## src/rtl/hi_sniffer_pkg.sv

```systemverilog
// Shared types and constants for the HI sniffer stream block.
// Define HI_SNIFFER_PARITY_EN to append one odd-parity bit to every serial frame.
package hi_sniffer_pkg;

    localparam int SAMPLE_W_DEF   = 8;
    localparam int DECIM_LOG2_DEF = 4;
    localparam int FIFO_DEPTH_DEF = 4;

`ifdef HI_SNIFFER_PARITY_EN
    localparam int PARITY_BITS = 1;
`else
    localparam int PARITY_BITS = 0;
`endif

    typedef enum logic {
        IDLE  = 1'b0,
        SHIFT = 1'b1
    } ser_state_e;

    function automatic int frame_len(input int sample_w);
        return sample_w + PARITY_BITS;
    endfunction

endpackage

```

## src/rtl/hi_sample_fifo.sv

```systemverilog
// Small synchronous sample FIFO with first-word fall-through read data.
// Pop is ignored when empty; push is accepted when not full or when popping on the same edge.
module hi_sample_fifo #(
    parameter int W     = 8,
    parameter int DEPTH = 4
) (
    input  logic                     clk_i,
    input  logic                     rst_i,
    input  logic                     push_i,
    input  logic                     pop_i,
    input  logic [W-1:0]             din_i,
    output logic [W-1:0]             dout_o,
    output logic                     full_o,
    output logic                     empty_o,
    output logic [$clog2(DEPTH):0]   level_o
);

    localparam int PW = $clog2(DEPTH);

    logic [W-1:0]  mem_q [DEPTH];
    logic [PW-1:0] wr_q, rd_q;
    logic [PW:0]   level_q;
    logic          do_push, do_pop;

    assign empty_o = (level_q == '0);
    assign full_o  = (level_q == (PW+1)'(DEPTH));
    assign do_pop  = pop_i && !empty_o;
    assign do_push = push_i && (!full_o || do_pop);
    assign dout_o  = mem_q[rd_q];
    assign level_o = level_q;

    always_ff @(posedge clk_i) begin
        if (do_push) mem_q[wr_q] <= din_i;
    end

    always_ff @(posedge clk_i) begin
        if (rst_i) begin
            wr_q    <= '0;
            rd_q    <= '0;
            level_q <= '0;
        end else begin
            if (do_push) wr_q <= wr_q + 1'b1;
            if (do_pop)  rd_q <= rd_q + 1'b1;
            case ({do_push, do_pop})
                2'b10:   level_q <= level_q + 1'b1;
                2'b01:   level_q <= level_q - 1'b1;
                default: level_q <= level_q;
            endcase
        end
    end

endmodule

```

## src/rtl/hi_sniffer_stream.sv

```systemverilog
// Passive HF sniffer: decimates ADC samples, buffers them and streams them out as SSP frames.
// HI_SNIFFER_PARITY_EN adds an odd-parity bit after the data bits of each frame.
module hi_sniffer_stream
    import hi_sniffer_pkg::*;
#(
    parameter int SAMPLE_W   = SAMPLE_W_DEF,
    parameter int DECIM_LOG2 = DECIM_LOG2_DEF,
    parameter int FIFO_DEPTH = FIFO_DEPTH_DEF
) (
    input  logic                          ck_1356meg,
    input  logic                          rst,
    input  logic                          enable,
    input  logic                          msb_first,
    input  logic [SAMPLE_W-1:0]           adc_d,
    output logic                          adc_clk,
    output logic                          pwr_lo,
    output logic                          pwr_hi,
    output logic                          pwr_oe1,
    output logic                          pwr_oe2,
    output logic                          pwr_oe3,
    output logic                          pwr_oe4,
    output logic                          ssp_clk,
    output logic                          ssp_frame,
    output logic                          ssp_din,
    output logic                          overflow,
    output logic [$clog2(FIFO_DEPTH):0]   fifo_level
);

    localparam int FRAME_LEN = frame_len(SAMPLE_W);
    localparam int AW        = SAMPLE_W + DECIM_LOG2;
    localparam int CW        = (DECIM_LOG2 > 0) ? DECIM_LOG2 : 1;
    localparam int BCW       = $clog2(FRAME_LEN + 1);
    localparam logic [CW-1:0]  DCNT_LAST = CW'((1 << DECIM_LOG2) - 1);
    localparam logic [BCW-1:0] BCNT_END  = BCW'(FRAME_LEN);

    assign adc_clk = ck_1356meg;
    assign ssp_clk = ~ck_1356meg;
    assign pwr_lo  = 1'b0;
    assign pwr_hi  = 1'b0;
    assign pwr_oe1 = 1'b0;
    assign pwr_oe2 = 1'b0;
    assign pwr_oe3 = 1'b0;
    assign pwr_oe4 = 1'b0;

    // Decimator: the terminal sample is added combinationally so the window closes on one edge.
    logic [AW-1:0]       acc_q, acc_d, sum;
    logic [CW-1:0]       dcnt_q, dcnt_d;
    logic                dec_last, push;
    logic [SAMPLE_W-1:0] push_data;

    assign sum       = acc_q + AW'(adc_d);
    assign dec_last  = (dcnt_q == DCNT_LAST);
    assign push      = enable && dec_last;
    assign push_data = SAMPLE_W'(sum >> DECIM_LOG2);

    always_comb begin
        acc_d  = '0;
        dcnt_d = '0;
        if (enable && !dec_last) begin
            acc_d  = sum;
            dcnt_d = dcnt_q + 1'b1;
        end
    end

    logic                            pop, fifo_full, fifo_empty;
    logic [SAMPLE_W-1:0]             fifo_dout;
    logic                            overflow_q, overflow_d;

    hi_sample_fifo #(
        .W     (SAMPLE_W),
        .DEPTH (FIFO_DEPTH)
    ) u_fifo (
        .clk_i   (ck_1356meg),
        .rst_i   (rst),
        .push_i  (push),
        .pop_i   (pop),
        .din_i   (push_data),
        .dout_o  (fifo_dout),
        .full_o  (fifo_full),
        .empty_o (fifo_empty),
        .level_o (fifo_level)
    );

    assign overflow_d = overflow_q | (push && fifo_full && !pop);
    assign overflow   = overflow_q;

    // Frame word is pre-ordered so the serializer always shifts out bit 0 first.
    logic [SAMPLE_W-1:0]  ord;
    logic [FRAME_LEN-1:0] word;

    always_comb begin
        ord = fifo_dout;
        if (msb_first) begin
            for (int i = 0; i < SAMPLE_W; i++) ord[i] = fifo_dout[SAMPLE_W-1-i];
        end
    end

`ifdef HI_SNIFFER_PARITY_EN
    assign word = {~^fifo_dout, ord};
`else
    assign word = ord;
`endif

    ser_state_e           state_q, state_d;
    logic [BCW-1:0]       bcnt_q, bcnt_d;
    logic [FRAME_LEN-1:0] sh_q, sh_d;
    logic                 frame_q, frame_d, din_q, din_d;

    always_comb begin
        state_d = state_q;
        bcnt_d  = bcnt_q;
        sh_d    = sh_q;
        frame_d = 1'b0;
        din_d   = 1'b0;
        pop     = 1'b0;
        case (state_q)
            IDLE: begin
                if (!fifo_empty) begin
                    pop     = 1'b1;
                    frame_d = 1'b1;
                    din_d   = word[0];
                    sh_d    = word >> 1;
                    bcnt_d  = BCW'(1);
                    state_d = SHIFT;
                end
            end
            SHIFT: begin
                // bcnt_q counts bits already on the wire; at BCNT_END the last bit is showing.
                if (bcnt_q == BCNT_END) begin
                    if (!fifo_empty) begin
                        pop     = 1'b1;
                        frame_d = 1'b1;
                        din_d   = word[0];
                        sh_d    = word >> 1;
                        bcnt_d  = BCW'(1);
                    end else begin
                        bcnt_d  = '0;
                        state_d = IDLE;
                    end
                end else begin
                    din_d  = sh_q[0];
                    sh_d   = sh_q >> 1;
                    bcnt_d = bcnt_q + 1'b1;
                end
            end
            default: state_d = IDLE;
        endcase
    end

    always_ff @(posedge ck_1356meg) begin
        if (rst) begin
            acc_q      <= '0;
            dcnt_q     <= '0;
            overflow_q <= 1'b0;
            state_q    <= IDLE;
            bcnt_q     <= '0;
            sh_q       <= '0;
            frame_q    <= 1'b0;
            din_q      <= 1'b0;
        end else begin
            acc_q      <= acc_d;
            dcnt_q     <= dcnt_d;
            overflow_q <= overflow_d;
            state_q    <= state_d;
            bcnt_q     <= bcnt_d;
            sh_q       <= sh_d;
            frame_q    <= frame_d;
            din_q      <= din_d;
        end
    end

    assign ssp_frame = frame_q;
    assign ssp_din   = din_q;

endmodule
```

## config.mk

```make
export PLATFORM = sky130hd
export DESIGN_NAME = hi_sniffer_stream
export DESIGN_NICKNAME = d
export VERILOG_FILES = /design/src/rtl/hi_sniffer_pkg.sv /design/src/rtl/hi_sample_fifo.sv /design/src/rtl/hi_sniffer_stream.sv
export SDC_FILE = /design/constraint.sdc
export NUM_CORES = 1
export LEC_CHECK = 0
export ABC_AREA = 1
export ABC_CLOCK_PERIOD_IN_PS = 6100
export BUFFER_PORTS_ARGS = -buffer_cell sky130_fd_sc_hd__buf_4
export CORE_AREA = 2 2 144 90
export CTS_BUF_LIST = sky130_fd_sc_hd__clkbuf_16
export DETAILED_ROUTE_END_ITERATION = 10
export DIE_AREA = 0 0 146 92
export PLACE_DENSITY_LB_ADDON = 0.3
export SLEW_MARGIN = 20
export SYNTH_ARGS = -nofsm -noshare
export SYNTH_HDL_FRONTEND = slang
export SYNTH_HIERARCHICAL = 1
export SYNTH_SLANG_ARGS = --single-unit
```

## constraint.sdc

```tcl
create_clock -name ck_1356meg -period 6.1 [get_ports ck_1356meg]
set_clock_uncertainty 0.1 [all_clocks]
set_input_delay 0.915 -clock ck_1356meg [delete_from_list [all_inputs] [get_ports ck_1356meg]]
set_output_delay 0.915 -clock ck_1356meg [all_outputs]
set_load 0.01 [all_outputs]
```

; Yosys cells after proc, flatten, opt, wreduce, memory -nomap -nowiden
; Memories as Yosys holds them, arrays and structs flattened. A register that Yosys moved wholly into a read port is not among the register bits.
; Cells that the tools add are included.
[classes]
add_sub_neg = 7
n_eq_ne = 6
muxes = 21
bitwise_logic = 4
reduce_logical = 14
[ops]
columns = op, n
row1 = 2-to-1 mux 8 bit, 3
row2 = one-hot mux 8 bit (2 select lines), 1
row3 = adder 12 x 8 -> 12 bit, 1
row4 = "adder 4 x 1 -> 4 bit, second input constant", 2
row5 = "equality test 4 bit, second input constant", 2
row6 = 2-to-1 mux 1 bit, 8
row7 = 2-to-1 mux 4 bit, 2
row8 = one-hot mux 4 bit (2 select lines), 1
row9 = logical AND 1 bit, 6
row10 = one-hot mux 1 bit (2 select lines), 3
row11 = one-hot mux 3 bit (2 select lines), 1
row12 = "adder 2 x 1 -> 2 bit, second input constant", 2
row13 = logical NOT 1 bit, 4
row14 = 2-to-1 mux 2 bit, 2
row15 = "adder 3 x 1 -> 3 bit, second input constant", 1
row16 = "equality test 3 bit, second input constant", 1
row17 = logical NOT 3 bit, 1
row18 = NOT 1 bit, 3
row19 = "subtractor 3 x 1 -> 3 bit, second input constant", 1
row20 = "equality test 2 x 1 -> 1 bit, second input constant", 1
row21 = "equality test 2 bit, second input constant", 1
row22 = "inequality test 2 bit, second input constant", 1
row23 = nonzero test 2 bit, 1
row24 = OR reduction 2 bit, 1
row25 = 2 further kinds, 2
[word_totals]
regBits = 39
ram_bits = 32
out_inout_bits = 14
memories = 1
[mem_list]
columns = name, words, width, rd, rd_clocked_by_memory_dff, write_ports, line_no
row1 = u_fifo.mem_q, 4, 8, 1, 1, 1, hi_sample_fifo.sv:20  ; logic [W-1:0] mem_q [DEPTH];

; Longest topological paths before layout
; Gate-level depths: netlist of run 1.
[logic_depth]
depth_word = 9
mapped_depth = 13

; Hierarchy
; Netlist of run 1, hierarchy kept.
[modules_own_cells]
columns = module, instances, cells_per_inst, area_per_inst_um2, seq_area_each_um2
row1 = hi_sniffer_stream, 1, 274, 1865.5, 640.6
row2 = hi_sample_fifo, 1, 140, 1662.8, 1141.1

==> results of run 1 <==
[flip-flops by register name, summed over array words and instances (netlist names), 2 cells and up, named ones only]
register,count
u_fifo/mem_q,32
acc_q,12
sh_q,8
bcnt_q,4
dcnt_q,4
u_fifo/level_o,3
u_fifo/rd_q,2
u_fifo/wr_q,2
[path summary, 6_finish.rpt]
path                        endpoint  startpoint  slack, ps
hold / removal               sh_q[7]     sh_q[7]        330
setup reg to reg  u_fifo/mem_q[1][2]   dcnt_q[0]       3660
setup / recovery             ssp_clk  ck_1356meg       1420
hold reg to reg              sh_q[7]     sh_q[7]        330
[where the power goes]
group	switching [uW]	internal, uW
logic	48.1	24.7
registers	2.21	519
clock network	216	409
total	266	953
[metal layers]
layer | vias up | part of all wire
li1 | 1401 | -
met1 | 1257 | 0.54
met2 | 75 | 0.40
met3 | 12 | 0.046
met4 | 0 | 0.014
met5 | - | 0
[cells in the mapped netlist, drive strengths merged]
master  count
xor2        1
nor2       54
nand2      84
o21bai      2
fa          2
ha         15
o22ai       8
a21boi      1
inv        59
nand3      23
or2         3
buf        12
clkinv      1
xnor2       1
edfxtp     32
o21ai      35
a31oi       8
nor3        1
nand4       6
nor3b       1
a21oi      23
conb        1
dfxtp      41
[metrics by stage]
step,util,hold WS (ps)
3_3_place_gp,0.310,328
4_1_cts,0.339,338
6_report,0.339,334
2_1_floorplan,-,317
5_1_grt,0.339,362
3_5_place_dp,0.310,327
[placed cells by master, fill, tap and decap left out, types with 4 or more instances in the layout]
| master | count |
|---|---|
| nand4_1 | 6 |
| clkbuf_16 | 12 |
| buf_4 | 19 |
| inv_1 | 53 |
| dfxtp_1 | 41 |
| nand2_2 | 6 |
| edfxtp_1 | 32 |
| nand3_1 | 18 |
| conb_1 | 6 |
| a31oi_1 | 8 |
| o22ai_1 | 8 |
| inv_2 | 7 |
| o21ai_0 | 29 |
| clkinv_1 | 4 |
| nand2_1 | 77 |
| nor2_1 | 51 |
| a21oi_1 | 22 |
| ha_1 | 15 |
| o21ai_1 | 5 |
| nand3_2 | 5 |
[cell families after synthesis]
group | Yosys count | share of synthesized area
AND/OR/NAND/NOR | 172 | 0.217
adder cells (fa/ha/maj) | 17 | 0.0645
flip-flops | 73 | 0.505
XOR/XNOR | 2 | 0.00497
AO/OA/AOI/OAI | 77 | 0.121
buffers and inverters | 72 | 0.0865
other | 1 | 0.00106
[cell type report]
| cell class | count | area (um2) |
|---|---|---|
| timing repair buffer | 17 | 128 |
| fill | 1317 | 8150 |
| clock inverter | 8 | 57.6 |
| sequential | 73 | 1780 |
| tap | 170 | 213 |
| inverter | 59 | 224 |
| clock buffer | 14 | 315 |
| multi-input combinational | 274 | 1460 |
[critical path, stage by stage]
cell and delay, ps:
clkbuf_16 120, clkbuf_16 170, clkbuf_16 160, inv_1 50, buf_4 110
==> flow_summary.json, run 1 <==
{
  "post_cts_buffers": 0,
  "drt_iter0_drc": 234,
  "stdcell_count": 615,
  "syn_area_per_cell_um2": 8.52,
  "status": "complete, no violations",
  "grt_pass1_vias": 2544,
  "clock_latency_ps": 440,
  "synth_cell_types": 36,
  "dpl.cell_count": 596,
  "ctsHoldBuffers": 0,
  "place.gp.congestion": 0.839,
  "die_area_mm2": 0.0134,
  "slew_headroom": 0.406,
  "vias": 2745,
  "yosys_warnings": 6,
  "cap_violations": 0,
  "rsz0062_at_grt": "false",
  "num_rows": 32,
  "met3_usage": 0.0338,
  "nets": 469,
  "core_area_mm2": 0.0123,
  "fin_area_mm2": 0.00418,
  "use_met1": 0.164,
  "die_h_um": 92,
  "tritoncts": "yes",
  "start_kind": "clock port",
  "rr_worst_depth": 7,
  "grt_usage": 0.117,
  "grt_overflow": 0,
  "synth.top_cell.area_share": 0.272,
  "drive_above_1_share": 0.135,
  "grt_max_degree": 18,
  "cts_resized": 0,
  "dpl_cell_area_mm2": 0.00382,
  "cts.clk_slew.worst_paths_ps": 60,
  "ys_seq_elements": 73,
  "worstPathArrival_ps": 3670,
  "power_uw": 1220,
  "setup_violations": 0,
  "wire_per_inst_um": 11.8,
  "yosysTopAreaCell": "edfxtp_1",
  "diodes": 0,
  "holdCritPathClass": "flip-flop to flip-flop",
  "cellPowerDensity_mw_per_mm2": 292,
  "place_hpwl_um": 5200,
  "antenna_found_initial": 0,
  "top_usage_layer": "met1",
  "setup_slack_ps": 1420,
  "start_util": 0.286,
  "p_leak_uw": 0.00177,
  "tightest_slew_ps": 888,
  "required_ps": 5080,
  "ant_nets": 0,
  "crit_type": "clock port to output port",
  "grt_pass1_wl_um": 12300,
  "syn_to_final_growth_pct": 18.4,
  "slew_violations": 0,
  "tns_ps": 0,
  "synth_cells": 414,
  "cp_max_fo": 8,
  "routed_wl_um": 7260,
  "endpoint_kind": "output port",
  "use_met2": 0.163,
  "syn-cell-area_mm2": 0.00353,
  "holdPathStages": 2,
  "seq_area_frac_synth": 0.505,
  "via_per_inst": 4.46,
  "timing_hold_violations_final": 0,
  "pin_count": 26,
  "irDropWorstVdd_v": 0.000259,
  "drc": 0,
  "firstDrtPassIters": 4,
  "die_w_um": 146,
  "dpl_worst_slack_ps": 1900,
  "synthTopCellsByArea": "edfxtp_1 (27%), dfxtp_1 (23%), nand2_1 (8.2%), inv_1 (5.4%), nor2_1 (5.4%)",
  "portBuffers": 19
}
(Power assumes the default switching activity.)
==> run 2, diff against run 1 <==
--- a/config.mk
+++ b/config.mk
@@ -5,13 +5,13 @@
 export SDC_FILE = /design/constraint.sdc
 export NUM_CORES = 1
 export LEC_CHECK = 0
-export ABC_AREA = 1
-export ABC_CLOCK_PERIOD_IN_PS = 6100
+export ABC_AREA = 0
+export ABC_CLOCK_PERIOD_IN_PS = 4450
 export BUFFER_PORTS_ARGS = -buffer_cell sky130_fd_sc_hd__buf_4
-export CORE_AREA = 2 2 144 90
+export CORE_AREA = 2 2 143 89
 export CTS_BUF_LIST = sky130_fd_sc_hd__clkbuf_16
 export DETAILED_ROUTE_END_ITERATION = 10
-export DIE_AREA = 0 0 146 92
+export DIE_AREA = 0 0 145 91
 export PLACE_DENSITY_LB_ADDON = 0.3
 export SLEW_MARGIN = 20
 export SYNTH_ARGS = -nofsm -noshare
==> constraint.sdc (replaced) <==
create_clock -name ck_1356meg -period 4.45 [get_ports ck_1356meg]
set_clock_uncertainty 0.1 [all_clocks]
set_input_delay 0.6675 -clock ck_1356meg [delete_from_list [all_inputs] [get_ports ck_1356meg]]
set_output_delay 0.6675 -clock ck_1356meg [all_outputs]
set_load 0.01 [all_outputs]
==> flow_summary.json, run 2 <==
{
  "status": "complete, no violations",
  "start_util": 0.294,
  "ctsHoldBuffers": 0,
  "yosysTopAreaCell": "edfxtp_1",
  "cellPowerDensity_mw_per_mm2": 416,
  "p_sw_frac": 0.226,
  "hold_start": "sh_q[4]",
  "clock_latency_ps": 450,
  "dpl_worst_slack_ps": 1330,
  "holdCritPathClass": "flip-flop to flip-flop",
  "grt_overflow": 0,
  "slew_headroom": 0.630,
  "crit_buf_inv": 5,
  "r2r_setup_slack_ps": 1400,
  "pin_count": 26,
  "place_hpwl_um": 4440,
  "fin_area_mm2": 0.00412,
  "portBuffers": 19,
  "final_cell_mix": "dfxtp_1 (41), nand2_1 (35), edfxtp_1 (32)",
  "timing_hold_violations_final": 0,
  "synth_cell_types": 53,
  "crit_path_frequent_cell": "clkbuf_16",
  "grt_max_degree": 27,
  "largest_reg_flops": 32,
  "ant_nets": 0,
  "r2r_end": "u_fifo/level_o[2]",
  "multi_input_area_mm2": 0.00156,
  "antenna_found_initial": 0,
  "crit_type": "clock port to output port",
  "p_int_uw": 1330,
  "num_rows": 31,
  "max_flop_register": "u_fifo/mem_q",
  "endpoint_kind": "output port",
  "drt_iter0_drc": 176,
  "post-route-util": 0.348,
  "yosys_warnings": 6,
  "synth.top_cell.area_share": 0.276,
  "rr_worst_depth": 12,
  "synth_edf_count": 32,
  "yosysMostFrequentCell": "dfxtp_1",
  "start_kind": "clock port",
  "setup_slack_ps": 834,
  "die_area_mm2": 0.0132,
  "layout_commonest_cell": "dfxtp_1",
  "p_sw_uw": 387,
  "irDropWorstVdd_v": 0.000183,
  "syn-cell-area_mm2": 0.00348,
  "slowest_stage": "clkbuf_16",
  "tightest_slew_ps": 554,
  "slew_violations": 0,
  "ys_top_cells_by_count": "dfxtp_1 (41), nand2_1 (35), edfxtp_1 (32), a21oi_1 (18), ha_1 (15)",
  "core_area_mm2": 0.0118,
  "wire_per_inst_um": 12.9,
  "die_w_um": 145,
  "worstPathArrival_ps": 2850,
  "seq_power_share": 0.417,
  "ys_seq_elements": 73,
  "grt_usage": 0.108,
  "syn_to_final_growth_pct": 18.4,
  "dpl_cell_area_mm2": 0.00374,
  "post_cts_buffers": 0,
  "path_cells": "clkbuf_16, clkbuf_16, clkbuf_16, inv_1, buf_4",
  "tns_ps": 0,
  "seq_area_frac_synth": 0.512,
  "drc": 0,
  "r2r-start": "bcnt_q[0]",
  "p_leak_uw": 0.00157,
  "rsz0062_at_grt": "false",
  "syn_area_per_cell_um2": 11.3,
  "worstHoldEndpoint": "sh_q[3]",
  "die_h_um": 91,
  "synthArstFlopShare": 0,
  "synthTopCellsByArea": "edfxtp_1 (28%), dfxtp_1 (24%), ha_1 (5.4%), mux4_2 (5.2%), mux2i_1 (4.0%)",
  "largestRegisters": "u_fifo/mem_q (32), acc_q (12), sh_q (8)",
  "firstDrtPassIters": 4,
  "cts_resized": 0,
  "cap_violations": 0,
  "required_ps": 3680,
  "drive_above_1_share": 0.174,
  "setup_violations": 0,
  "place.gp.congestion": 0.757,
  "synth-main-ff-cell": "dfxtp_1",
  "via_per_inst": 4.44,
  "critPathMaxStageDelay_ps": 180,
  "diodes": 0,
  "tritoncts": "yes",
  "ff_latch_area_mm2": 0.00178,
  "fillers": 1162,
  "cp_max_fo": 8,
  "power_frac_clock": 0.527,
  "vias": 2215,
  "nets": 358,
  "cts.clk_slew.worst_paths_ps": 60,
  "path_delay_family": "buffers and inverters",
  "cp.depth": 5,
  "holdPathStages": 2,
  "combPwrFrac": 0.056,
  "grt_pass1_wl_um": 10900,
  "grt_pass1_vias": 2163,
  "routed_wl_um": 6440,
  "synth_cells": 309
}
==> run 2: kinds of logic (layout without fill, tap and decap cells) <==
| family | count (synthesis) | in the layout | share of synthesized area |
|---|---|---|---|
| flip-flops | 73 | 73 | 0.512 |
| XOR/XNOR | 16 | 16 | 0.0403 |
| multiplexers | 23 | 23 | 0.0953 |
| AND/OR/NAND/NOR | 91 | 91 | 0.134 |
| buffers and inverters | 31 | 51 | 0.0449 |
| other | 1 | 6 | 0.00108 |
| adder cells (fa/ha/maj) | 17 | 17 | 0.0654 |
| AO/OA/AOI/OAI | 57 | 57 | 0.107 |
==> run 2: per-stage QoR <==
stage               hold WS, ps  total power (uW)  cells
global route                379              1780    499
CTS                         355              1740    499
finish                      353              1710    499
floorplan                   318               832    314
global placement            332               865    480
detailed placement          341               866    480
==> run 2: routing by layer <==
layer / track usage / wire length, um / up-vias / share of wire
li1: - / - / 1137 / -
met1: 0.146 / 3350 / 1034 / 0.52
met2: 0.148 / 2770 / 31 / 0.43
met3: 0.0342 / 206 / 13 / 0.032
met4: 0.0668 / 109 / 0 / 0.017
met5: 0 / 0 / - / 0
==> run 2: power by group through the flow <==
stage / combinational (uW) / sequential, uW / clock [uW]
CTS: 96.1 / 715 / 930
detailed placement: 95.3 / 730 / 40.3
global placement: 94.7 / 730 / 40.3
floorplan: 75.1 / 729 / 27.3
finish: 95.5 / 715 / 904
global route: 108 / 716 / 960
==> run 2: worst max-delay path by stage <==
stage               start       to  slack (ps)
6_report       ck_1356meg  ssp_clk         830
5_1_grt        ck_1356meg  ssp_clk         810
4_1_cts        ck_1356meg  ssp_clk         820
3_5_place_dp   ck_1356meg  ssp_clk        1330
3_3_place_gp   ck_1356meg  ssp_clk        1330
2_1_floorplan  ck_1356meg  adc_clk        1340
==> run 2: area by class of cell <==
| type | count | area share |
|---|---|---|
| well taps | 165 | 0.0501 |
| flip-flops and latches | 73 | 0.432 |
| inverters | 11 | 0.0100 |
| clock buffers | 14 | 0.0765 |
| clock inverters | 8 | 0.0194 |
| repair buffers | 18 | 0.0328 |
| multi-input cells | 210 | 0.379 |
==> run 2: worst register-to-register path, delay by kind of cell, from the launching register on <==
| family | cells | cell delay, ps |
|---|---|---|
| AND/OR/NAND/NOR | 4 | 500 |
| adder cells (fa/ha/maj) | 2 | 520 |
| multiplexers | 1 | 350 |
| buffers and inverters | 2 | 260 |
| flip-flops | 1 | 350 |
| AO/OA/AOI/OAI | 3 | 850 |
==> run 3, diff against run 2 <==
--- a/config.mk
+++ b/config.mk
@@ -6,7 +6,7 @@
 export NUM_CORES = 1
 export LEC_CHECK = 0
 export ABC_AREA = 0
-export ABC_CLOCK_PERIOD_IN_PS = 4450
+export ABC_CLOCK_PERIOD_IN_PS = 3000
 export BUFFER_PORTS_ARGS = -buffer_cell sky130_fd_sc_hd__buf_4
 export CORE_AREA = 2 2 143 89
 export CTS_BUF_LIST = sky130_fd_sc_hd__clkbuf_16
==> constraint.sdc (replaced) <==
create_clock -name ck_1356meg -period 3 [get_ports ck_1356meg]
set_clock_uncertainty 0.1 [all_clocks]
set_input_delay 0.45 -clock ck_1356meg [delete_from_list [all_inputs] [get_ports ck_1356meg]]
set_output_delay 0.45 -clock ck_1356meg [all_outputs]
set_load 0.01 [all_outputs]
==> flow_summary.json, run 3 (synthesis results as in run 2) <==
{
  "p_int_uw": 2050,
  "endpoint_kind": "flip-flop",
  "slew_violations": 0,
  "drc": 0,
  "min_period_ps": 2810,
  "final_cell_mix": "dfxtp_1 (41), nand2_1 (35), edfxtp_1 (32)",
  "grt_overflow": 0,
  "grt_pass1_vias": 2196,
  "via_per_inst": 4.50,
  "portBuffers": 19,
  "vias": 2258,
  "ctsHoldBuffers": 0,
  "layout_commonest_cell": "dfxtp_1",
  "fmax_ghz": 0.356,
  "fin_area_mm2": 0.00416,
  "holdCritPathClass": "input port to flip-flop",
  "core_area_mm2": 0.0118,
  "place_hpwl_um": 4460,
  "p_sw_frac": 0.210,
  "setup_violations": 0,
  "grt_usage": 0.107,
  "routed_wl_um": 6340,
  "seq_power_share": 0.409,
  "p_sw_uw": 544,
  "largest_reg_flops": 32,
  "crit_type": "flip-flop to flip-flop",
  "required_ps": 3230,
  "whs_ps": 221,
  "grt_max_degree": 27,
  "nets": 361,
  "post_cts_buffers": 0,
  "slew_headroom": 0.626,
  "rsz0062_at_grt": "false",
  "timing_hold_violations_final": 0,
  "post-route-util": 0.352,
  "antenna_found_initial": 0,
  "place.gp.congestion": 0.738,
  "max_flop_register": "u_fifo/mem_q",
  "die_area_mm2": 0.0132,
  "num_rows": 31,
  "p_leak_uw": 0.00160,
  "power_frac_clock": 0.536,
  "wire_per_inst_um": 12.6,
  "tightest_slew_ps": 561,
  "cts.clk_slew.worst_paths_ps": 60,
  "fin_crit_sh": 0.937,
  "drive_above_1_share": 0.178,
  "die_w_um": 145,
  "combPwrFrac": 0.055,
  "worstPathArrival_ps": 3040,
  "diodes": 0,
  "syn_to_final_growth_pct": 19.6,
  "cts_resized": 0,
  "largestRegisters": "u_fifo/mem_q (32), acc_q (12), sh_q (8)",
  "ant_nets": 0,
  "drt_iter0_drc": 118,
  "cp_max_fo": 6,
  "clock_latency_ps": 450,
  "grt_pass1_wl_um": 10900,
  "tritoncts": "yes",
  "tns_ps": 0,
  "firstDrtPassIters": 4,
  "dpl_cell_area_mm2": 0.00375,
  "die_h_um": 91,
  "start_util": 0.294,
  "status": "complete, no violations",
  "cellPowerDensity_mw_per_mm2": 623,
  "pin_count": 26,
  "irDropWorstVdd_v": 0.000335,
  "start_kind": "flip-flop",
  "fillers": 1172,
  "cap_violations": 0
}
==> run 3: cell count changes in the layout (fill, tap and decap cells not counted) <==
| cell | previous run | this run |
|---|---|---|
| buf_4 | 20 | 23 |
| inv_1 | 12 | 13 |
| bufinv_16 | 1 | 2 |
| clkinvlp_4 | 2 | 1 |
| inv_6 | 2 | 1 |
==> run 3: worst paths after layout <==
path | start | to | slack (ps) | cells past startpoint
hold reg to reg | dcnt_q[0] | dcnt_q[0] | 340 | 1
hold / removal | adc_d[0] | acc_q[0] | 220 | 3
setup reg to reg | bcnt_q[0] | u_fifo/level_o[2] | 190 | 12
setup / recovery | bcnt_q[0] | u_fifo/level_o[2] | 190 | 12
==> run 3: critical path, cell delays in order (launching register included) <==
cell and delay, ps:
dfxtp_1 350, inv_1 70, ha_1 130, nand2_1 70
o21ai_2 140, nand2b_1 110, inv_1 190, o31a_1 280
nand2b_1 110, fa_1 410, nand2b_1 170, o31ai_2 210
mux2_1 340
==> run 3: area by class of cell <==
| class | instances | area, um2 | area share |
|---|---|---|---|
| flip-flops and latches | 73 | 1780 | 0.428 |
| multi-input cells | 210 | 1560 | 0.375 |
| clock buffers | 14 | 315 | 0.0758 |
| well taps | 165 | 206 | 0.0496 |
| repair buffers | 21 | 158 | 0.0379 |
| clock inverters | 8 | 97.6 | 0.0235 |
| inverters | 11 | 41.3 | 0.00992 |
==> run 3: metal layers <==
metal	vias to the layer above	global-route usage	routed length (um)
met1	1066	0.141	3250
met4	0	0.0520	104
li1	1139	-	-
met5	-	0	0
met3	9	0.0487	269
met2	44	0.148	2720
==> run 3: through the flow <==
step	setup slack (ps)	instances	total power [uW]
floorplan	296	314	1230
global placement	323	481	1280
detailed placement	269	481	1290
CTS	226	500	2640
global route	26.2	502	2710
finish	189	502	2590
==> run 3: power groups by stage <==
| stage | sequential [uW] | combinational (uW) | clock (uW) |
|---|---|---|---|
| final | 1060 | 142 | 1390 |
| after global routing | 1060 | 162 | 1480 |
| after floorplan | 1080 | 111 | 40.6 |
| after global placement | 1080 | 141 | 59.8 |
| after detailed placement | 1080 | 143 | 59.8 |
| after CTS | 1060 | 144 | 1440 |
